$ cat src/rtl/conv_wb_bridge.sv
// Wishbone slave front end for the convolution accelerator: register file, RAM
// write/read ports and engine start/soft-reset/done sequencing behind an ack FSM.
module conv_wb_bridge #(
  parameter logic [7:0] MY_ADDR  = 8'h30,
  parameter int         ADDR_MSB = 32,
  parameter int         ADDR_LSB = 24,
  parameter int         BANK_LSB = 8,
  parameter int         IMG_DW   = 24,
  parameter int         RAM_AW   = 6,
  parameter int         RSLT_DW  = 8,
  parameter int         RD_LAT   = 1
) (
  input  logic                clk,
  input  logic                reset,
  input  logic                wbs_cyc_i,
  input  logic                wbs_stb_i,
  input  logic                wbs_we_i,
  input  logic [3:0]          wbs_sel_i,
  input  logic [31:0]         wbs_adr_i,
  input  logic [31:0]         wbs_dat_i,
  output logic                wbs_ack_o,
  output logic [31:0]         wbs_dat_o,
  output logic                img_we,
  output logic                kern_we,
  output logic [RAM_AW-1:0]   ram_wadr,
  output logic [IMG_DW-1:0]   ram_wdat,
  output logic [RAM_AW-1:0]   res_radr,
  input  logic [RSLT_DW-1:0]  res_rdat,
  output logic                eng_start,
  output logic                eng_soft_reset,
  input  logic                eng_done,
  output logic [31:0]         cfg0,
  output logic [31:0]         cfg1,
  output logic                irq
);

  localparam int WIN_W = ADDR_MSB - ADDR_LSB;
  localparam int CNT_W = (RD_LAT > 2) ? $clog2(RD_LAT) : 1;

  typedef enum logic [1:0] {S_IDLE, S_RD_WAIT, S_ACK} state_t;

  state_t             state_q, state_d;
  logic [CNT_W-1:0]   cnt_q, cnt_d;
  logic [31:0]        rdat_q, rdat_d;
  logic               ack_q, ack_d;
  logic               busy_q, busy_d;
  logic               done_q, done_d;
  logic               err_q, err_d;
  logic               irq_en_q, irq_en_d;
  logic [31:0]        cfg0_q, cfg0_d;
  logic [31:0]        cfg1_q, cfg1_d;

  logic        acc, wr, rd;
  logic [1:0]  bank, rword;
  logic        ctrl_wr, stat_wr, cfg0_wr, cfg1_wr;
  logic        soft_req, start_req, err_set;
  logic [31:0] reg_rdat, res_ext;
  logic        unused_adr;

  assign unused_adr = ^wbs_adr_i;

  always_comb begin
    bank  = wbs_adr_i[BANK_LSB+1:BANK_LSB];
    rword = wbs_adr_i[3:2];
    // Transactions are only taken in IDLE; reset suppresses every side effect.
    acc = (wbs_adr_i[ADDR_MSB-1:ADDR_LSB] == WIN_W'(MY_ADDR)) & wbs_cyc_i & wbs_stb_i
          & (state_q == S_IDLE) & ~reset;
    wr  = acc & wbs_we_i;
    rd  = acc & ~wbs_we_i;

    ctrl_wr = wr & (bank == 2'd0) & (rword == 2'd0) & wbs_sel_i[0];
    stat_wr = wr & (bank == 2'd0) & (rword == 2'd1) & wbs_sel_i[0];
    cfg0_wr = wr & (bank == 2'd0) & (rword == 2'd2);
    cfg1_wr = wr & (bank == 2'd0) & (rword == 2'd3);

    soft_req  = ctrl_wr & wbs_dat_i[1];
    start_req = ctrl_wr & wbs_dat_i[0] & ~wbs_dat_i[1];

    img_we         = wr & (bank == 2'd1) & ~busy_q;
    kern_we        = wr & (bank == 2'd2) & ~busy_q;
    eng_start      = start_req & ~busy_q;
    eng_soft_reset = soft_req;
    err_set = (start_req & busy_q)
            | (wr & ((bank == 2'd1) | (bank == 2'd2)) & busy_q)
            | (wr & (bank == 2'd3));

    irq_en_d = ctrl_wr ? wbs_dat_i[2] : irq_en_q;
    cfg0_d   = cfg0_q;
    cfg1_d   = cfg1_q;
    for (int b = 0; b < 4; b++) begin
      if (cfg0_wr && wbs_sel_i[b]) cfg0_d[8*b +: 8] = wbs_dat_i[8*b +: 8];
      if (cfg1_wr && wbs_sel_i[b]) cfg1_d[8*b +: 8] = wbs_dat_i[8*b +: 8];
    end

    busy_d = busy_q;
    if (eng_done)  busy_d = 1'b0;
    if (eng_start) busy_d = 1'b1;
    if (soft_req)  busy_d = 1'b0;

    // A completion in the same cycle as a W1C of done must leave done set.
    done_d = done_q;
    if (stat_wr && wbs_dat_i[1]) done_d = 1'b0;
    if (eng_start)               done_d = 1'b0;
    if (eng_done)                done_d = 1'b1;

    err_d = err_q;
    if (stat_wr && wbs_dat_i[2]) err_d = 1'b0;
    if (err_set)                 err_d = 1'b1;

    case (rword)
      2'd0:    reg_rdat = {29'd0, irq_en_q, 2'b00};
      2'd1:    reg_rdat = {29'd0, err_q, done_q, busy_q};
      2'd2:    reg_rdat = cfg0_q;
      default: reg_rdat = cfg1_q;
    endcase
    res_ext = 32'(res_rdat);

    state_d = state_q;
    cnt_d   = cnt_q;
    rdat_d  = rdat_q;
    case (state_q)
      S_IDLE: begin
        if (acc) begin
          if (rd && (bank == 2'd3) && (RD_LAT > 0)) begin
            state_d = S_RD_WAIT;
            cnt_d   = CNT_W'(RD_LAT - 1);
          end else begin
            state_d = S_ACK;
            if (!rd)               rdat_d = 32'd0;
            else if (bank == 2'd0) rdat_d = reg_rdat;
            else if (bank == 2'd3) rdat_d = res_ext;
            else                   rdat_d = 32'd0;
          end
        end
      end
      S_RD_WAIT: begin
        if (cnt_q == '0) begin
          rdat_d  = res_ext;
          state_d = S_ACK;
        end else begin
          cnt_d = cnt_q - CNT_W'(1);
        end
      end
      default: state_d = S_IDLE;
    endcase
    ack_d = (state_d == S_ACK);
  end

  always_ff @(posedge clk) begin
    if (reset) begin
      state_q  <= S_IDLE;
      cnt_q    <= '0;
      rdat_q   <= '0;
      ack_q    <= 1'b0;
      busy_q   <= 1'b0;
      done_q   <= 1'b0;
      err_q    <= 1'b0;
      irq_en_q <= 1'b0;
      cfg0_q   <= '0;
      cfg1_q   <= '0;
    end else begin
      state_q  <= state_d;
      cnt_q    <= cnt_d;
      rdat_q   <= rdat_d;
      ack_q    <= ack_d;
      busy_q   <= busy_d;
      done_q   <= done_d;
      err_q    <= err_d;
      irq_en_q <= irq_en_d;
      cfg0_q   <= cfg0_d;
      cfg1_q   <= cfg1_d;
    end
  end

  assign wbs_ack_o = ack_q;
  assign wbs_dat_o = rdat_q;
  assign ram_wadr  = wbs_adr_i[RAM_AW+1:2];
  assign res_radr  = wbs_adr_i[RAM_AW+1:2];
  assign ram_wdat  = wbs_dat_i[IMG_DW-1:0];
  assign cfg0      = cfg0_q;
  assign cfg1      = cfg1_q;
  assign irq       = irq_en_q & done_q;

endmodule

$ cat config.mk
export PLATFORM = sky130hd
export DESIGN_NAME = conv_wb_bridge
export DESIGN_NICKNAME = d
export VERILOG_FILES = /design/src/rtl/conv_wb_bridge.sv
export SDC_FILE = /design/constraint.sdc
export NUM_CORES = 1
export LEC_CHECK = 0
export CAP_MARGIN = 10
export CORE_ASPECT_RATIO = 1.5
export CORE_MARGIN = 3
export CORE_UTILIZATION = 45
export CTS_CLUSTER_DIAMETER = 30
export DETAILED_ROUTE_END_ITERATION = 10
export PLACE_DENSITY_LB_ADDON = 0.1
export SYNTH_ARGS = -nofsm -noshare
export SYNTH_HDL_FRONTEND = slang
export SYNTH_SLANG_ARGS = --single-unit
$ cat constraint.sdc
create_clock -name clk -period 9 [get_ports clk]
set_input_delay 2.7 -clock clk [delete_from_list [all_inputs] [get_ports clk]]
set_output_delay 2.7 -clock clk [all_outputs]
set_load 0.02 [all_outputs]
* After elaboration in Yosys (flattened, before gate mapping)
Index checks and enable logic that the tools add are counted.
** Storage, ports and cells
- Flip-flop bits (word level) :: 104
- Bits in latches :: 0
- Bits in writable memories :: 0
- Memory bits (read-only) :: 0
- Input bits :: 82
- Output and inout bits :: 138
- Logic and storage cells :: 107
- Memories :: 0
** Cells by class
- Add/subtract/negate cells :: 1
- $mul :: 0
- Divide/modulo/power cells :: 0
- Magnitude comparators :: 0
- Equal/unequal tests :: 13
- Shift operators :: 0
- Muxes and demuxes :: 23
- Bitwise gates (word level) :: 33
- Reduce and logical (&&, ||, !) cells :: 21
** Operators by type and width (count)
- two-way mux 32 bit :: 5
- one-hot mux 32 bit (3 select lines) :: 1
- one-hot mux 32 bit (2 select lines) :: 1
- AND 1 bit :: 26
- logical AND 1 bit :: 11
- equality test 2 bit, second input constant :: 5
- two-way mux 1 bit :: 10
- equality test 8 x 6 -> 1 bit, second input constant :: 1
- two-way mux 8 bit :: 1
- equality test 2 x 1 -> 1 bit, second input constant :: 3
- zero test 2 bit :: 3
- two-way mux 2 bit :: 3
- != test 2 bit, second input constant :: 3
- nonzero test 2 bit :: 3
- NOT 1 bit :: 4
- one-hot mux 2 bit (2 select lines) :: 1
- AND reduction 4 bit :: 1
- bitwise OR 1 bit :: 3
- AND reduction 3 bit :: 1
- nonzero test 3 bit :: 1
- != test 2 x 1 -> 1 bit, second input constant :: 1
- one-hot mux 1 bit (2 select lines) :: 1
- OR reduction 2 bit :: 1
- subtractor 1 bit, second input constant :: 1

* Longest topological paths before layout
Gate-level depths: netlist of run 1.
- Word-level depth :: 15
- Mapped depth :: 8
- Depth with buffers taken out :: 6

* Worst setup path after synthesis of run 1
OpenSTA, ideal clock, no wires.
- Kind :: input -> output
- From :: in wbs_adr_i[24]
- To :: out eng_start
- Arrival :: 4.650 ns
- Data required time :: 6.300 ns
- Setup slack :: 1.650 ns
- Cell stages on the path :: 5
- Path buffers :: 2
- Cell sequence :: or4b_1 or4_4 buf_6 clkbuf_1 nor3_1
** Between the ends
- Longest elaborated chain between the ends :: 12
** RTL lines
- from (decl) :: line 19 : input logic [31:0] wbs_adr_i,
- equality test 8 x 6 -> 1 bit :: line 66 : acc = (wbs_adr_i[ADDR_MSB-1:ADDR_LSB] == WIN_W'(MY_ADDR)) & wbs_cyc_i & wbs_stb_i
- AND 1 bit (2 in a row) :: line 66
- AND 1 bit (2 in a row) :: line 67 : & (state_q == S_IDLE) & ~reset;
- AND 1 bit :: line 68 : wr = acc & wbs_we_i;
- AND 1 bit (3 in a row) :: line 71 : ctrl_wr = wr & (bank == 2'd0) & (rword == 2'd0) & wbs_sel_i[0];
- AND 1 bit (2 in a row) :: line 77 : start_req = ctrl_wr & wbs_dat_i[0] & ~wbs_dat_i[1];
- AND 1 bit :: line 81 : eng_start = start_req & ~busy_q;
- to (decl) :: line 29 : output logic eng_start,
Every way passes these cells.

* Worst setup path after layout of run 1
- From :: in reset
- To :: out eng_start
** Between the ends
- Longest elaborated chain between the ends :: 9
** RTL lines
- from (decl) :: line 14 : input logic reset,
- NOT 1 bit :: line 67
- AND 1 bit :: line 67
- AND 1 bit :: line 68
- AND 1 bit (3 in a row) :: line 71
- AND 1 bit (2 in a row) :: line 77
- AND 1 bit :: line 81
Every way passes these cells.

==> flow_summary.ini, run 1 <==
[drt]
wl_per_cell_um = 17.1
postRouteAntennaNets = 0
num_vias = 4124
first_iter_violations = 151
drt_first_pass_iters = 4
wirelength_um = 13400
drc = 0
vias_per_cell = 5.27

[final_layout]
final_net_count = 722
area_growth_pct = 42.6
nFillCells = 882
fin_util = 0.663
fin_area_um2 = 6800
drive_gt1_frac = 0.0530
antenna_cells = 0

[clocking]
cts_buffer_depth = 2
cts_buffers = 9
clock_sinks = 103
htree_levels = 3
cts_tree = yes
post_cts_buffers = 0
cts_root_buf = clkbuf_16
clk_pin_slew_ps = 70
insertion_delay_ps = 340
postCtsResizedCells = 0
holdBufCountCts = 0

[setup_path]
end_kind = output port
worstReg2RegEnd = cfg1[17]
crit_chain = clkdlybuf4s50_1 > buf_4 > or4bb_1 > or4_4 > nor3_1 > clkdlybuf4s50_1
path_max_fanout = 22
path_class = input port to output port
cpMaxStageDelayCell = clkdlybuf4s50_1
cpMostUsedCell = clkdlybuf4s50_1
ff2ff_setup_slack_ps = 6630
cp_data_arrival_time_ps = 5250
critPathLaunchType = input port
slowest_delay_ps = 630
reg2reg_from = state_q[1]
ff2ff_path_depth = 4
cp_data_required_time_ps = 6300

[sta]
setup_viol_count_final = 0
rsz0062_at_grt = false
slew_violations = 0
slew_headroom = 0.324
fin_crit_ps = 7950
period_share = 0.883
fin_worst_skew_ps = 8.32
finalSetupTns_ps = 0
finalHoldViolCount = 0
finalWorstSetupSlack_ps = 1050
clock.fmax_mhz = 126
tightest_slew_ps = 1010

[global_routing]
grt_usage = 0.224
antenna_found_initial = 0
grt_start_max_net_pins = 105
grtUsageMet3 = 0.0742
overflow = 0
grt_use_met1 = 0.250
grt_use_met2 = 0.388
grt_busiest_layer = met2
grt_pass1_vias = 4169
grt_pass1_wl_um = 21500

[die]
coreArea_um2 = 10200
die_h_um = 132
num_io_pins = 220
dieWidth_um = 90.0
die_area_um2 = 11900
rows = 45
start_util = 0.465

[synth]
synth_area_leader_cell = dfxtp_1
ys_warn_count = 0
synthTopCellsByArea = dfxtp_1 (43%), mux2i_1 (19%), nand2_1 (8.2%)
ys_async_sr_fraction = 0
synth_common_cells = nand2_1 (104), dfxtp_1 (103), mux2i_1 (92)
synth.ff_latch_count = 103
netlist_instances = 496
syn-num-nets = 582
synth_most_common_cell = nand2_1
synth_edf_count = 0
yosysSeqAreaShare = 0.433
syn_area_per_cell_um2 = 9.61
synthDistinctLibCells = 44
netlist.area_leader.share = 0.433
synthesis.area_um2 = 4770
ys.flop_type = dfxtp_1

[power]
p_int_uw = 717
power.total_uw = 938
leakagePower_uw = 0.00267
p_per_area_nw_per_um2 = 138
ir_drop_mv = 0.0880
switching_share = 0.235
p_seq_frac = 0.486
pwr-share-comb = 0.096
p_switching_uw = 220
power_frac_clock = 0.418

[worst_hold_path]
min-delay-start = wbs_dat_o[11]
hold_depth = 1
hold_end = wbs_dat_o[11]
min_path_type = flip-flop to flip-flop

[status]
outcome = finished, final reports clean

[run]
cap_violations = 0

[placed_design]
preCtsSetupSlack_ps = 1050
port_buffers = 191
gp_routability_congestion = 0.932
placed_cell_area_um2 = 6470
dp_hpwl_um = 9680
cell families (layout without fill, tap and decap cells):
logic type | Yosys count | in the layout | synth area share
multiplexers | 96 | 96 | 0.205
buffers and inverters | 75 | 220 | 0.0929
AO/OA/AOI/OAI | 55 | 55 | 0.0924
flip-flops | 103 | 103 | 0.433
adder cells (fa/ha/maj) | 4 | 4 | 0.0105
AND/OR/NAND/NOR | 163 | 163 | 0.166
critical path, delay by kind of cell:
| family | cells | cell delay [ps] |
|---|---|---|
| buffers and inverters | 3 | 1190 |
| AND/OR/NAND/NOR | 3 | 1350 |
cell type report:
class	count	area (um2)	area share
flip-flops and latches	103	2060	0.303
clock inverters	6	71.3	0.0105
repair buffers	197	1970	0.290
inverters	7	26.3	0.00387
multi-input cells	318	2260	0.333
well taps	141	176	0.0260
clock buffers	10	229	0.0337
placed cells by master (no fill, tap or decap), types with 3 or more instances in the layout:
| cell type | n |
|---|---|
| nand3_1 | 7 |
| o21ai_0 | 7 |
| a21oi_1 | 5 |
| and3_1 | 3 |
| nand2_1 | 104 |
| nand2b_1 | 3 |
| and2_1 | 7 |
| o2bb2ai_1 | 25 |
| nor2b_1 | 4 |
| clkbuf_16 | 9 |
| dfxtp_1 | 103 |
| or3_1 | 5 |
| nor2_1 | 6 |
| clkinv_4 | 3 |
| clkdlybuf4s50_1 | 190 |
| nor3_4 | 3 |
| inv_1 | 6 |
| mux2_2 | 3 |
| buf_4 | 5 |
| mux2i_1 | 92 |
| ha_1 | 4 |
| nor3_1 | 4 |
| nor4_1 | 5 |
| a221o_1 | 6 |
power by group through the flow:
stage | logic (uW) | clock network, uW | registers, uW
2_1_floorplan | 53.4 | 0 | 467
3_3_place_gp | 88.8 | 0 | 467
3_5_place_dp | 89.6 | 0 | 467
4_1_cts | 90.0 | 402 | 456
5_1_grt | 95.6 | 418 | 456
6_report | 89.8 | 392 | 456
worst max path at each step:
stage,startpoint,end,slack [ps],cells past startpoint
2_1_floorplan,wbs_adr_i[24],eng_start,1650,5
3_3_place_gp,reset,eng_start,1050,6
3_5_place_dp,reset,eng_start,1050,6
4_1_cts,reset,eng_start,1050,6
5_1_grt,reset,eng_start,910,6
6_report,reset,eng_start,1050,6
stage by stage:
stage	hold slack (ps)	cells
after global routing	486	782
after CTS	467	781
final	466	782
after global placement	446	765
after floorplan	452	496
after detailed placement	445	765
state kept, by name, indices dropped and copies added, names as in the netlist:
| register | flops |
|---|---|
| busy_q | 1 |
| cfg0 | 32 |
| cfg1 | 32 |
| done_q | 1 |
| err_q | 1 |
| irq_en_q | 1 |
| state_q | 2 |
| wbs_ack_o | 1 |
| wbs_dat_o | 32 |
layer usage:
| metal | vias to the layer above | wire, um |
|---|---|---|
| li1 | 1984 | - |
| met1 | 1959 | 5220 |
| met2 | 162 | 6870 |
| met3 | 19 | 985 |
| met4 | 0 | 326 |
| met5 | - | 0 |
Note: power is estimated with default switching activity, not from simulation.
==> run 2, diff against run 1 <==
CORE_UTILIZATION = 30   (was 45)
==> flow_summary.ini, run 2 (synthesis results as in run 1) <==
[drt]
first_iter_violations = 104
vias_per_cell = 4.85
postRouteAntennaNets = 0
met2_length_um = 7810
drt-met1-wl_um = 5640
wl_per_cell_um = 17.4
drt_first_pass_iters = 6
num_vias = 4073
drc = 0
wirelength_um = 14600
dr_wl_met3_um = 1050
dr.max_layer_used = met4

[sta]
finalWorstSetupSlack_ps = 954
slew_violations = 0
finalSetupTns_ps = 0
setup_viol_count_final = 0
tightest_slew_ps = 1010
period_share = 0.894
hold_slack_ps = 468
slew_headroom = 0.326
clock.fmax_mhz = 124
rsz0062_at_grt = false
finalHoldViolCount = 0
fin_worst_skew_ps = 10.3
fin_crit_ps = 8050

[die]
coreArea_um2 = 15300
dieWidth_um = 109
num_io_pins = 220
start_util = 0.311
die_h_um = 160
rows = 55
die_area_um2 = 17500

[placed_design]
dp_hpwl_um = 10700
gp_routability_congestion = 0.874
preCtsSetupSlack_ps = 956
place_inst = 824
port_buffers = 191

[power]
p_per_area_nw_per_um2 = 134
power.total_uw = 918
ir_drop_mv = 0.0813
leakagePower_uw = 0.00266

[clocking]
postCtsResizedCells = 0
htree_levels = 3
clock_sinks = 103
holdBufCountCts = 0
clk_pin_slew_ps = 80
cts_root_buf = clkbuf_16
insertion_delay_ps = 340
cts_buffer_depth = 2
cts_buffers = 9
post_cts_buffers = 0
cts_tree = yes

[global_routing]
grt_start_max_net_pins = 104
antenna_found_initial = 0
grt_pass1_wl_um = 22800
grt_usage = 0.167
overflow = 0
grt_pass1_vias = 4276

[setup_path]
critPathLaunchType = input port
path_max_fanout = 22
end_kind = output port
cp_data_arrival_time_ps = 5350
cpMostUsedCell = clkdlybuf4s50_1
cp_top_family = simple AND/OR/NAND/NOR gates
cpMaxStageDelayCell = clkdlybuf4s50_1
slowest_delay_ps = 650
crit_chain = clkdlybuf4s50_1 > buf_4 > or4bb_1 > or4_4 > nor3_1 > clkdlybuf4s50_1
worst-path-buf-inv = 3
path_class = input port to output port
cp_data_required_time_ps = 6300

[final_layout]
area_growth_pct = 43.3
final_cell_mix = clkdlybuf4s50_1 (190), nand2_1 (104), dfxtp_1 (103)
drive_gt1_frac = 0.0530
nFillCells = 1489
final_net_count = 722
antenna_cells = 0
final_common_cell = clkdlybuf4s50_1
instances_no_fill = 840

[run]
cap_violations = 0

[worst_hold_path]
min_path_type = flip-flop to flip-flop

[status]
outcome = finished, final reports clean
## run 2: layer usage
layer,vias up,global-route usage
met5,-,0
met4,0,0.0442
met3,8,0.0466
met2,139,0.302
met1,1949,0.187
li1,1977,-
## run 2: final cells by class
class	count	area, um2	area share
Clock buffer	10	229	0.0335
Clock inverter	6	50.0	0.00733
Inverter	7	26.3	0.00385
Multi-Input combinational cell	318	2260	0.331
Sequential cell	103	2060	0.302
Tap cell	199	249	0.0365
Timing Repair Buffer	197	1950	0.286
## run 2: final timing paths
path,start,endpoint,slack (ps),depth (start not counted)
worst max register to register,state_q[1],cfg1[17],6610,4
worst min-delay path,wbs_dat_o[21],wbs_dat_o[21],470,1
worst min register to register,wbs_dat_o[21],wbs_dat_o[21],470,1
worst max-delay path,reset,eng_start,950,6
## run 2: report_power, final
group          leakage [uW]  switching (uW)  internal (uW)
Combinational       0.00169            45.7           44.4
Sequential         0.000829           0.429            456
Clock              0.000135             180            192
## run 2: per-stage QoR
stage / util / instance area [um2]
final: 0.445 / 6830
after global routing: 0.445 / 6830
after CTS: 0.445 / 6830
after detailed placement: 0.427 / 6550
after global placement: 0.427 / 6550
after floorplan: - / 4770
## run 2: worst reg2reg max path: stages (launching register included)
cell     delay (ps)
dfxtp_1         310
or2_2           330
or4_4           710
or3_1           700
mux2i_1         210
==> run 3, diff against run 2 <==
GPL_ROUTABILITY_DRIVEN = 1   (was unset)
TNS_END_PERCENT = 5   (was unset)
==> results of run 3 <==
No change in the layout: final DEF, timing and power equal those of run 2.
==> variant, RTL diff (settings of run 1) <==
Make the reset (`reset`) asynchronous in one clocked block.
--- a/src/rtl/conv_wb_bridge.sv
+++ b/src/rtl/conv_wb_bridge.sv
@@ -146,7 +146,7 @@
     ack_d = (state_d == S_ACK);
   end
 
-  always_ff @(posedge clk) begin
+  always_ff @(posedge clk or posedge reset) begin
     if (reset) begin
       state_q  <= S_IDLE;
       cnt_q    <= '0;
Function: differs if reset is asserted again (counterexample within 4 cycles, from zero or initial values and one cycle with reset high); with reset held inactive, the same outputs for 4 cycles.
==> variant against run 1 <==
Worst setup slack better by 0.14 ns. Die area up 0.15%. Power down 2.6%. Largest cell class is now registers. Design area up 1.1%. Cell count down 14%. Sequential cell count unchanged. Area after synthesis up 0.16%. Largest power group unchanged. Sequential share of layout area up 7.2 points. Routed wire length down 7.5%. Core utilization up 0.72 points. Count of clock-buffer cells in the layout up 3. Highest routed layer unchanged.
==> variant: results (changes against run 1) <==
metric,value,unit,change
Placed Instances,660,,-14%
Synth top cells by count,"103 x dfrtp_1, 56 x mux2_2, 36 x buf_4",,
crit-path max FO,14,,-36%
wire length of the first global-routing pass,19.8,mm,-7.8%
CTS-repair resized insts,0,,unchanged
"non-filler cells, final",675,,-14%
Synth Area in Adders,1.05,%,-0.0017 points
"Net count, final",616,,-15%
post-DP HPWL,9.02,mm,-6.8%
clk slew on worst S/H paths,0.06,ns,
peak supply drop,0.0908,mV,+3.2%
Inserted Clock Buffers,9,,unchanged
static leakage,0.00312,µW,+17%
slowest CP cell,clkdlybuf4s50_1,,
synth top area cells,"dfrtp_1 54%, mux2_2 13%, mux2i_1 6.1%",,
cell family with most CP delay,buffers and inverters,,
Synth Area in Compound Gates,5.85,%,-3.4 points
largest net degree at the start of global routing,85,,-19%
# setup viols final,0,,unchanged
slew margin rel.,30.4,%,-2.0 points
CTS Buffer Depth,2,,unchanged
multiplexer share of the synthesized area,22.4,%,+1.9 points
CP Launch Type,input port,,
Filler cells,823,,-6.7%
Root Buffer,clkbuf_16,,
worst skew pair latency,0.34,ns,about the same
gpl congestion,0.754,,-19%
initial antenna violation count,0,,unchanged
vias per inst,5.19,,-1.7%
syn_nets,460,,-21%
Fin Clk Skew,0.00675,ns,-0.00157 ns
Slew Limit Fails,0,,unchanged
Yosys cell types,38,,-14%
final wirelength,12.4,mm,-7.5%
GR Util All Layers,21.0,%,-1.4 points
DRT Pass-1 Iters,5,,+1
share of layout cells above drive strength 1,17.2,%,+12 points
max incr delay on CP,0.69,ns,+0.06 ns
Antenna Cells,0,,unchanged
Syn Area/Cell,12.8,µm²,+33%
number of global-route vias before repair,3764,,-9.7%
drt first-iter violations,78,,-48%
# Post-CTS Setup Buffers,0,,unchanged
"FFs w/ async S/R, synth",100,%,+100 points
Synth Area in XOR/XNOR,0,%,unchanged
status,finished clean,,
sequential area share after synthesis,54.0,%,+11 points
-- variant: changes by cell type after synthesis, sizes merged, moves of 25 or more --
cell and delta:
dfxtp -103, nand2 -75, dfrtp +103, o2bb2ai -25, mux2i -63, mux2 +64
-- variant: cell type report --
cell class                      count  area share [%]
Multi-Input combinational cell    215            27.2
Inverter                            5           0.310
Clock buffer                       13            3.93
Tap cell                          141            2.57
Sequential cell                   103            37.5
Timing Repair Buffer              196            28.3
Clock inverter                      2           0.200
-- variant: power by group --
| part | switching, µW | internal [µW] |
|---|---|---|
| logic | 38.5 | 40.9 |
| clock network | 162 | 209 |
| registers | 0.133 | 463 |
-- variant: stage by stage --
stage / hold WS (ns) / util, % / cell area [µm²]
floorplan: 0.468 / - / 4770
global placement: 0.462 / 64.3 / 6590
detailed placement: 0.469 / 64.3 / 6590
CTS: 0.484 / 67.1 / 6870
global route: 0.510 / 67.1 / 6870
finish: 0.477 / 67.1 / 6870
-- variant: routing by layer --
layer	part of all wire, %	GRT usage [%]
met1	38	23.4
met2	53	37.8
met3	7.2	6.74
met4	1.8	6.56
met5	0	0
-- variant: path summary, 6_finish.rpt --
kind	startpoint	endpoint	slack, ns	cells after the start
min	wbs_dat_o[16]$_DFFE_PP0P_	wbs_dat_o[16]$_DFFE_PP0P_	0.48	2
min reg2reg	wbs_dat_o[16]$_DFFE_PP0P_	wbs_dat_o[16]$_DFFE_PP0P_	0.48	2
max in group asynchronous	reset	wbs_dat_o[20]$_DFFE_PP0P_	5.02	3
max reg2reg	state_q[1]$_DFF_PP0_	cfg1[7]$_DFFE_PP0P_	6.67	5
max	wbs_adr_i[31]	eng_soft_reset	1.19	6
min in group asynchronous	reset	wbs_dat_o[2]$_DFFE_PP0P_	2.67	2
-- variant: worst register-to-register path: stages, from the launching register on --
cell and delay, ns:
dfrtp_1 0.37, and4bb_2 0.35, nand4b_2 0.10, buf_4 0.24, nor3_2 0.73, mux2_2 0.42
-- variant: kinds of logic (layout without fill, tap and decap cells) --
| kind of cell | Yosys count | count (layout) |
|---|---|---|
| muxes | 97 | 97 |
| DFF | 103 | 103 |
| AOI/OAI and AO/OA | 47 | 47 |
| buffers and inverters | 56 | 216 |
| adders and majority gates | 4 | 4 |
| and+or+nand+nor | 67 | 67 |
